==> src/rtl/jtag_shift_master.sv <==
// JTAG bit-bang master: walks the 1149.1 TAP for IR/DR scans and TAP reset,
// generating a divided TCK and returning captured TDO over valid/ready.
module jtag_shift_master #(
    parameter int MaxLen = 64,
    parameter int ClkDiv = 2,
    parameter int LenW   = $clog2(MaxLen + 1)
) (
    input  logic              clock_i,
    input  logic              reset_ni,
    input  logic              req_valid_i,
    output logic              req_ready_o,
    input  logic [1:0]        req_op_i,
    input  logic [LenW-1:0]   req_len_i,
    input  logic [MaxLen-1:0] req_tdi_i,
    output logic              rsp_valid_o,
    input  logic              rsp_ready_i,
    output logic [MaxLen-1:0] rsp_tdo_o,
    output logic              rsp_err_o,
    output logic              jtag_tck_o,
    output logic              jtag_tms_o,
    output logic              jtag_tdi_o,
    output logic              jtag_trst_no,
    input  logic              jtag_tdo_i
);

    localparam int SW = $clog2(MaxLen + 6);
    localparam int PW = (ClkDiv > 1) ? $clog2(ClkDiv) : 1;
    localparam int IW = $clog2(MaxLen);

    localparam logic [PW-1:0] PhaseMax = PW'(ClkDiv - 1);
    localparam logic [SW-1:0] RstLast  = SW'(5);

    localparam logic [3:0] AUTO_RST = 4'd0;
    localparam logic [3:0] IDLE     = 4'd1;
    localparam logic [3:0] RESET    = 4'd2;
    localparam logic [3:0] SEL_DR   = 4'd3;
    localparam logic [3:0] SEL_IR   = 4'd4;
    localparam logic [3:0] CAPTURE  = 4'd5;
    localparam logic [3:0] SHIFT    = 4'd6;
    localparam logic [3:0] EXIT1    = 4'd7;
    localparam logic [3:0] UPDATE   = 4'd8;
    localparam logic [3:0] RTI      = 4'd9;
    localparam logic [3:0] RESP     = 4'd10;

    logic [3:0]        state_q, state_d;
    logic [SW-1:0]     step_q, step_d;
    logic [PW-1:0]     phase_q, phase_d;
    logic              half_q, half_d;
    logic              boot_q, boot_d;
    logic              ir_q, ir_d;
    logic              err_q, err_d;
    logic [LenW-1:0]   len_q, len_d;
    logic [MaxLen-1:0] tdi_q, tdi_d;
    logic [MaxLen-1:0] tdo_q, tdo_d;

    logic step_end, sample, last_bit, running, bad_req;

    assign step_end = half_q && (phase_q == PhaseMax);
    assign sample   = half_q && (phase_q == '0);
    assign last_bit = step_q == (SW'(len_q) - SW'(1));
    assign running  = !boot_q && (state_q != IDLE) && (state_q != RESP);
    assign bad_req  = (req_op_i == 2'd3) ||
                      ((req_op_i != 2'd2) &&
                       ((req_len_i == '0) || (req_len_i > LenW'(MaxLen))));

    always_comb begin
        state_d = state_q;
        step_d  = step_q;
        phase_d = phase_q;
        half_d  = half_q;
        boot_d  = 1'b0;
        ir_d    = ir_q;
        err_d   = err_q;
        len_d   = len_q;
        tdi_d   = tdi_q;
        tdo_d   = tdo_q;

        // The first cycle after reset release is spent arming the counters
        if (running) begin
            if (phase_q == PhaseMax) begin
                phase_d = '0;
                half_d  = ~half_q;
            end else begin
                phase_d = phase_q + PW'(1);
            end
        end

        unique case (state_q)
            AUTO_RST, RESET: begin
                if (step_end) begin
                    if (step_q == RstLast) begin
                        step_d  = '0;
                        state_d = (state_q == AUTO_RST) ? IDLE : RESP;
                    end else begin
                        step_d = step_q + SW'(1);
                    end
                end
            end
            IDLE: begin
                if (req_valid_i) begin
                    ir_d   = req_op_i == 2'd1;
                    len_d  = req_len_i;
                    tdi_d  = req_tdi_i;
                    tdo_d  = '0;
                    err_d  = bad_req;
                    step_d = '0;
                    if (bad_req)                state_d = RESP;
                    else if (req_op_i == 2'd2)  state_d = RESET;
                    else                        state_d = RTI;
                end
            end
            RTI:     if (step_end) state_d = SEL_DR;
            SEL_DR:  if (step_end) state_d = ir_q ? SEL_IR : CAPTURE;
            SEL_IR:  if (step_end) state_d = CAPTURE;
            CAPTURE: if (step_end) state_d = SHIFT;
            SHIFT: begin
                if (sample) tdo_d[step_q[IW-1:0]] = jtag_tdo_i;
                if (step_end) begin
                    tdi_d = tdi_q >> 1;
                    if (last_bit) begin
                        step_d  = '0;
                        state_d = EXIT1;
                    end else begin
                        step_d = step_q + SW'(1);
                    end
                end
            end
            EXIT1:  if (step_end) state_d = UPDATE;
            UPDATE: if (step_end) state_d = RESP;
            RESP:   if (rsp_ready_i) state_d = IDLE;
            default: state_d = AUTO_RST;
        endcase
    end

    always_ff @(posedge clock_i or negedge reset_ni) begin
        if (!reset_ni) begin
            state_q <= AUTO_RST;
            step_q  <= '0;
            phase_q <= '0;
            half_q  <= 1'b0;
            boot_q  <= 1'b1;
            ir_q    <= 1'b0;
            err_q   <= 1'b0;
            len_q   <= '0;
            tdi_q   <= '0;
            tdo_q   <= '0;
        end else begin
            state_q <= state_d;
            step_q  <= step_d;
            phase_q <= phase_d;
            half_q  <= half_d;
            boot_q  <= boot_d;
            ir_q    <= ir_d;
            err_q   <= err_d;
            len_q   <= len_d;
            tdi_q   <= tdi_d;
            tdo_q   <= tdo_d;
        end
    end

    // Each FSM state names the TAP state occupied during that TCK step
    always_comb begin
        jtag_tck_o   = half_q;
        jtag_tms_o   = 1'b0;
        jtag_tdi_o   = 1'b0;
        jtag_trst_no = 1'b1;
        unique case (state_q)
            AUTO_RST, RESET: begin
                jtag_tms_o   = step_q != RstLast;
                jtag_trst_no = step_q == RstLast;
            end
            RTI, EXIT1: jtag_tms_o = 1'b1;
            SEL_DR:     jtag_tms_o = ir_q;
            SHIFT: begin
                jtag_tms_o = last_bit;
                jtag_tdi_o = tdi_q[0];
            end
            default: ;
        endcase
    end

    assign req_ready_o = state_q == IDLE;
    assign rsp_valid_o = state_q == RESP;
    assign rsp_tdo_o   = tdo_q;
    assign rsp_err_o   = err_q;

endmodule

==> config.mk <==
export PLATFORM = sky130hd
export DESIGN_NAME = jtag_shift_master
export DESIGN_NICKNAME = d
export VERILOG_FILES = /design/src/rtl/jtag_shift_master.sv
export SDC_FILE = /design/constraint.sdc
export NUM_CORES = 1
export LEC_CHECK = 0
export ABC_AREA = 0
export ABC_CLOCK_PERIOD_IN_PS = 3800
export CAP_MARGIN = 20
export CORE_MARGIN = 4
export CORE_UTILIZATION = 25
export DETAILED_ROUTE_END_ITERATION = 7
export PLACE_DENSITY = 0.5
export SYNTH_ARGS = -nofsm -noshare
export SYNTH_HDL_FRONTEND = slang
export SYNTH_SLANG_ARGS = --single-unit
==> constraint.sdc <==
create_clock -name clock_i -period 3.8 [get_ports clock_i]
set_clock_uncertainty 0.1 [all_clocks]
set_input_delay 0.76 -clock clock_i [delete_from_list [all_inputs] [get_ports clock_i]]
set_output_delay 0.76 -clock clock_i [all_outputs]
set_load 0.02 [all_outputs]
==> summary.txt <==
CTS
  • Cts-stage hold buffer count: 0
  • TritonCTS Sinks: 151
  • CTS tree: built
  • Setup Buffers After CTS: 0
  • H-tree lvl count: 4
  • Root buffer cell: clkbuf_16
  • Total CTS buffers: 17
  • Worst skew pair latency: 420 ps
  • Worst-path clk slew: about 70 ps
  • Longest Clk Path Bufs: 2

Power and ir drop
  • Power Density: 701 nW/µm²
  • Leakage: 4.00 nW
  • Peak supply drop: ~0.27 mV

Place
  • Post-DP HPWL: 15600 µm
  • RePlAce Congestion: 0.819
  • PortBufs: approximately 150

Cells and area
  • Nets: 1050
  • N_diodes: 0
  • Share of cells above drive strength 1: 0.0835
  • Area delta synth->final: 34.3%

STA
  • Final hold viol count: 0
  • RSZ-0062 raised after global routing: no
  • Fmax: 283 MHz
  • Tmin final: approximately 3500 ps
  • Slew Limit Headroom: 0.441
  • Period utilization: 0.929
  • Slew of the pin with the lowest slew margin: 836 ps
  • Setup TNS: 0 ps
  • Worst hold slack: 242 ps
  • Final setup fails: 0
  • Slew Limit Fails: 0

GRT
  • Initial antenna violation count: 0
  • Largest net degree at the start of global routing: 67
  • Global-route wire length before repair: 37500 µm
  • Vias in the first global route: 6640
  • Met2 Usage GRT: 0.234
  • Most Crowded Layer GR: met2
  • Met3 global-route usage: 0.0312
  • Total Routing Usage GR: 0.148
  • Total gr overflow: 0
  • Met1 GRT Util: 0.206

Floorplan
  • Die area: 32200 µm²
  • # IOs: about 150
  • Die Height: 179 µm
  • Initial Util: 0.254
  • # rows: between 60 and 70
  • Core area: 28900 µm²
  • Die width: 179 µm

Logic synthesis
  • Synth area leaders: dfrtp_1 (51%), o21ai_0 (8.7%), nand2_1 (7.9%), a31oi_1 (5.5%), a21oi_1 (4.7%)
  • Post-synthesis cell count: 846
  • Synth unique cells: between 60 and 70
  • Share of the synthesized area in the top cell type: 0.512
  • Synth Area per Inst: approximately 8.7 µm²
  • Synth area leader: dfrtp_1
  • Synth Warn #: 0
  • Seq cells post-synth: 151
  • Ys flop type: dfrtp_1
  • Mapped cell area: 7340 µm²
  • Number of flops mapped to enable cells by yosys: 0
  • Syn nets: 927
  • Sequential share of the synthesized area: 0.515
  • Async S/R FF share, synth: 1.00

Worst setup path
  • Setup crit end kind: output pin
  • Kind of critical path: reg -> out
  • Slowest stage cell, crit path: dfrtp_1
  • Worst EP arrival: 2670 ps
  • R2r setup slk: 980 ps
  • Critical path startpoint category: register
  • CP Cell Sequence: inv_1, ha_1, or3b_1, a211o_1, a311oi_2, o311ai_2, o221ai_1, clkbuf_2
  • Crit path max fanout: 5
  • CP peak stage delay: 420 ps
  • Worst EP required: 2940 ps

Routing
  • Initial DRC count: ~490
  • Vias: roughly 6700
  • Average wire per standard cell: 17.4 µm
  • DRC viols: 0
  • Routed Antenna Nets: 0
  • Drt via density: approximately 5
  • Final WL: between 20000 and 25000 µm
  • Pre-antenna DRT Iters: 5

Worst hold path
  • Hold Crit Class: in -> async

Job
  • Max-Cap Viols: 0

Status
  • Outcome: completed
-- where the power goes --
part / switching, mW / internal [mW]
clock: 0.768 / 1.05
sequential: 0.386 / 2.02
combinational: 1.67 / 1.00
-- sequential cells by signal (all words and copies together) (netlist names) --
name	flops
step_q	7
rsp_tdo_o	64
ir_q	1
state_q	4
len_q	7
tdi_q	64
jtag_tck_o	1
phase_q	1
rsp_err_o	1
boot_q	1
-- worst max-delay path: cells and delay by family (launching register included) --
kind	cells	cell delay, ps
and+or+nand+nor	1	340
DFF	1	420
adders and majority gates	1	160
buffers and inverters	2	280
AOI/OAI and AO/OA	4	1030
-- per-stage QoR --
stage                     utilization  setup slack [ps]  instance area (µm²)  instances  total power [mW]
after floorplan                     -               884                 7340        846              4.29
after global placement          0.320               261                 9240       1334              5.12
after detailed placement        0.320               235                 9240       1334              5.13
after CTS                       0.341              62.4                 9850       1366              7.00
after global routing            0.342              77.0                 9860       1366              7.45
final                           0.342               269                 9860       1366              6.91
-- metal layers --
layer  vias up  part of all wire
met5         -                 0
met4         0             0.018
met3        26             0.059
met2       190              0.46
met1      3242              0.47
li1       3222                 -
-- layout by cell type (no fill, tap or decap), types with 4 or more instances in the layout --
master	n
a21oi_1	69
a31oi_1	64
and3_1	6
buf_4	19
clkbuf_16	17
clkdlybuf4s50_1	146
dfrtp_1	150
inv_1	10
inv_6	4
mux2_2	8
nand2_1	155
nand2b_1	4
nand3_1	9
nor2_1	74
nor3_1	9
nor3b_1	5
o211ai_1	8
o21ai_0	126
o21ai_1	8
or3_1	7
xnor2_1	6
xor2_1	4
-- final cells by class --
cell class	count	area, µm²
Sequential cell	151	3780
Clock buffer	17	425
Timing Repair Buffer	169	1660
Fill cell	2989	19000
Tap cell	384	480
Inverter	12	45.0
Clock inverter	15	191
Multi-Input combinational cell	618	3270
-- repair_timing --
item / 4_1_cts / 5_1_grt
setup endpoints to repair: 1 / 1
gates resized for setup: 2 / 4
cloned: 0 / 0
-- path summary, 6_finish.rpt --
kind	start	endpoint	depth (start not counted)
setup / recovery	len_q[0]	jtag_tms_o	8
hold reg to reg	rsp_err_o	rsp_err_o	2
min in group clock_i	rsp_err_o	rsp_err_o	2
setup reg to reg	state_q[1]	tdi_q[20]	6
max in group asynchronous	reset_ni	rsp_tdo_o[16]	2
hold / removal	reset_ni	tdi_q[55]	1
-- synth_stat cells, types with 4 or more instances --
cell and count:
nand3_1 9, o21ai_1 8, a21oi_1 69, and3_1 6
nand2b_1 4, o21ai_0 127, or3_1 7, dfrtp_1 150
o211ai_1 8, nor3b_1 5, nor2_1 74, mux2_2 8
buf_1 5, inv_1 10, buf_2 15, xnor2_1 6
nor3_1 9, nand2_1 155, clkbuf_1 41, xor2_1 4
nor2b_1 4, a31oi_1 64
-- cells by family (layout without fill, tap and decap cells) --
logic type                 after synthesis  count (layout)  share of synthesized area
other                                    1               1                   0.000511
buffers and inverters                   77             213                     0.0430
muxes                                    8               8                     0.0123
and+or+nand+nor                        290             290                      0.174
adders and majority gates                3               3                    0.00512
xor gates and xnor gates                10              10                     0.0119
DFF                                    151             151                      0.515
AOI/OAI and AO/OA                      306             306                      0.238
Note: power is estimated with default switching activity, not from simulation.
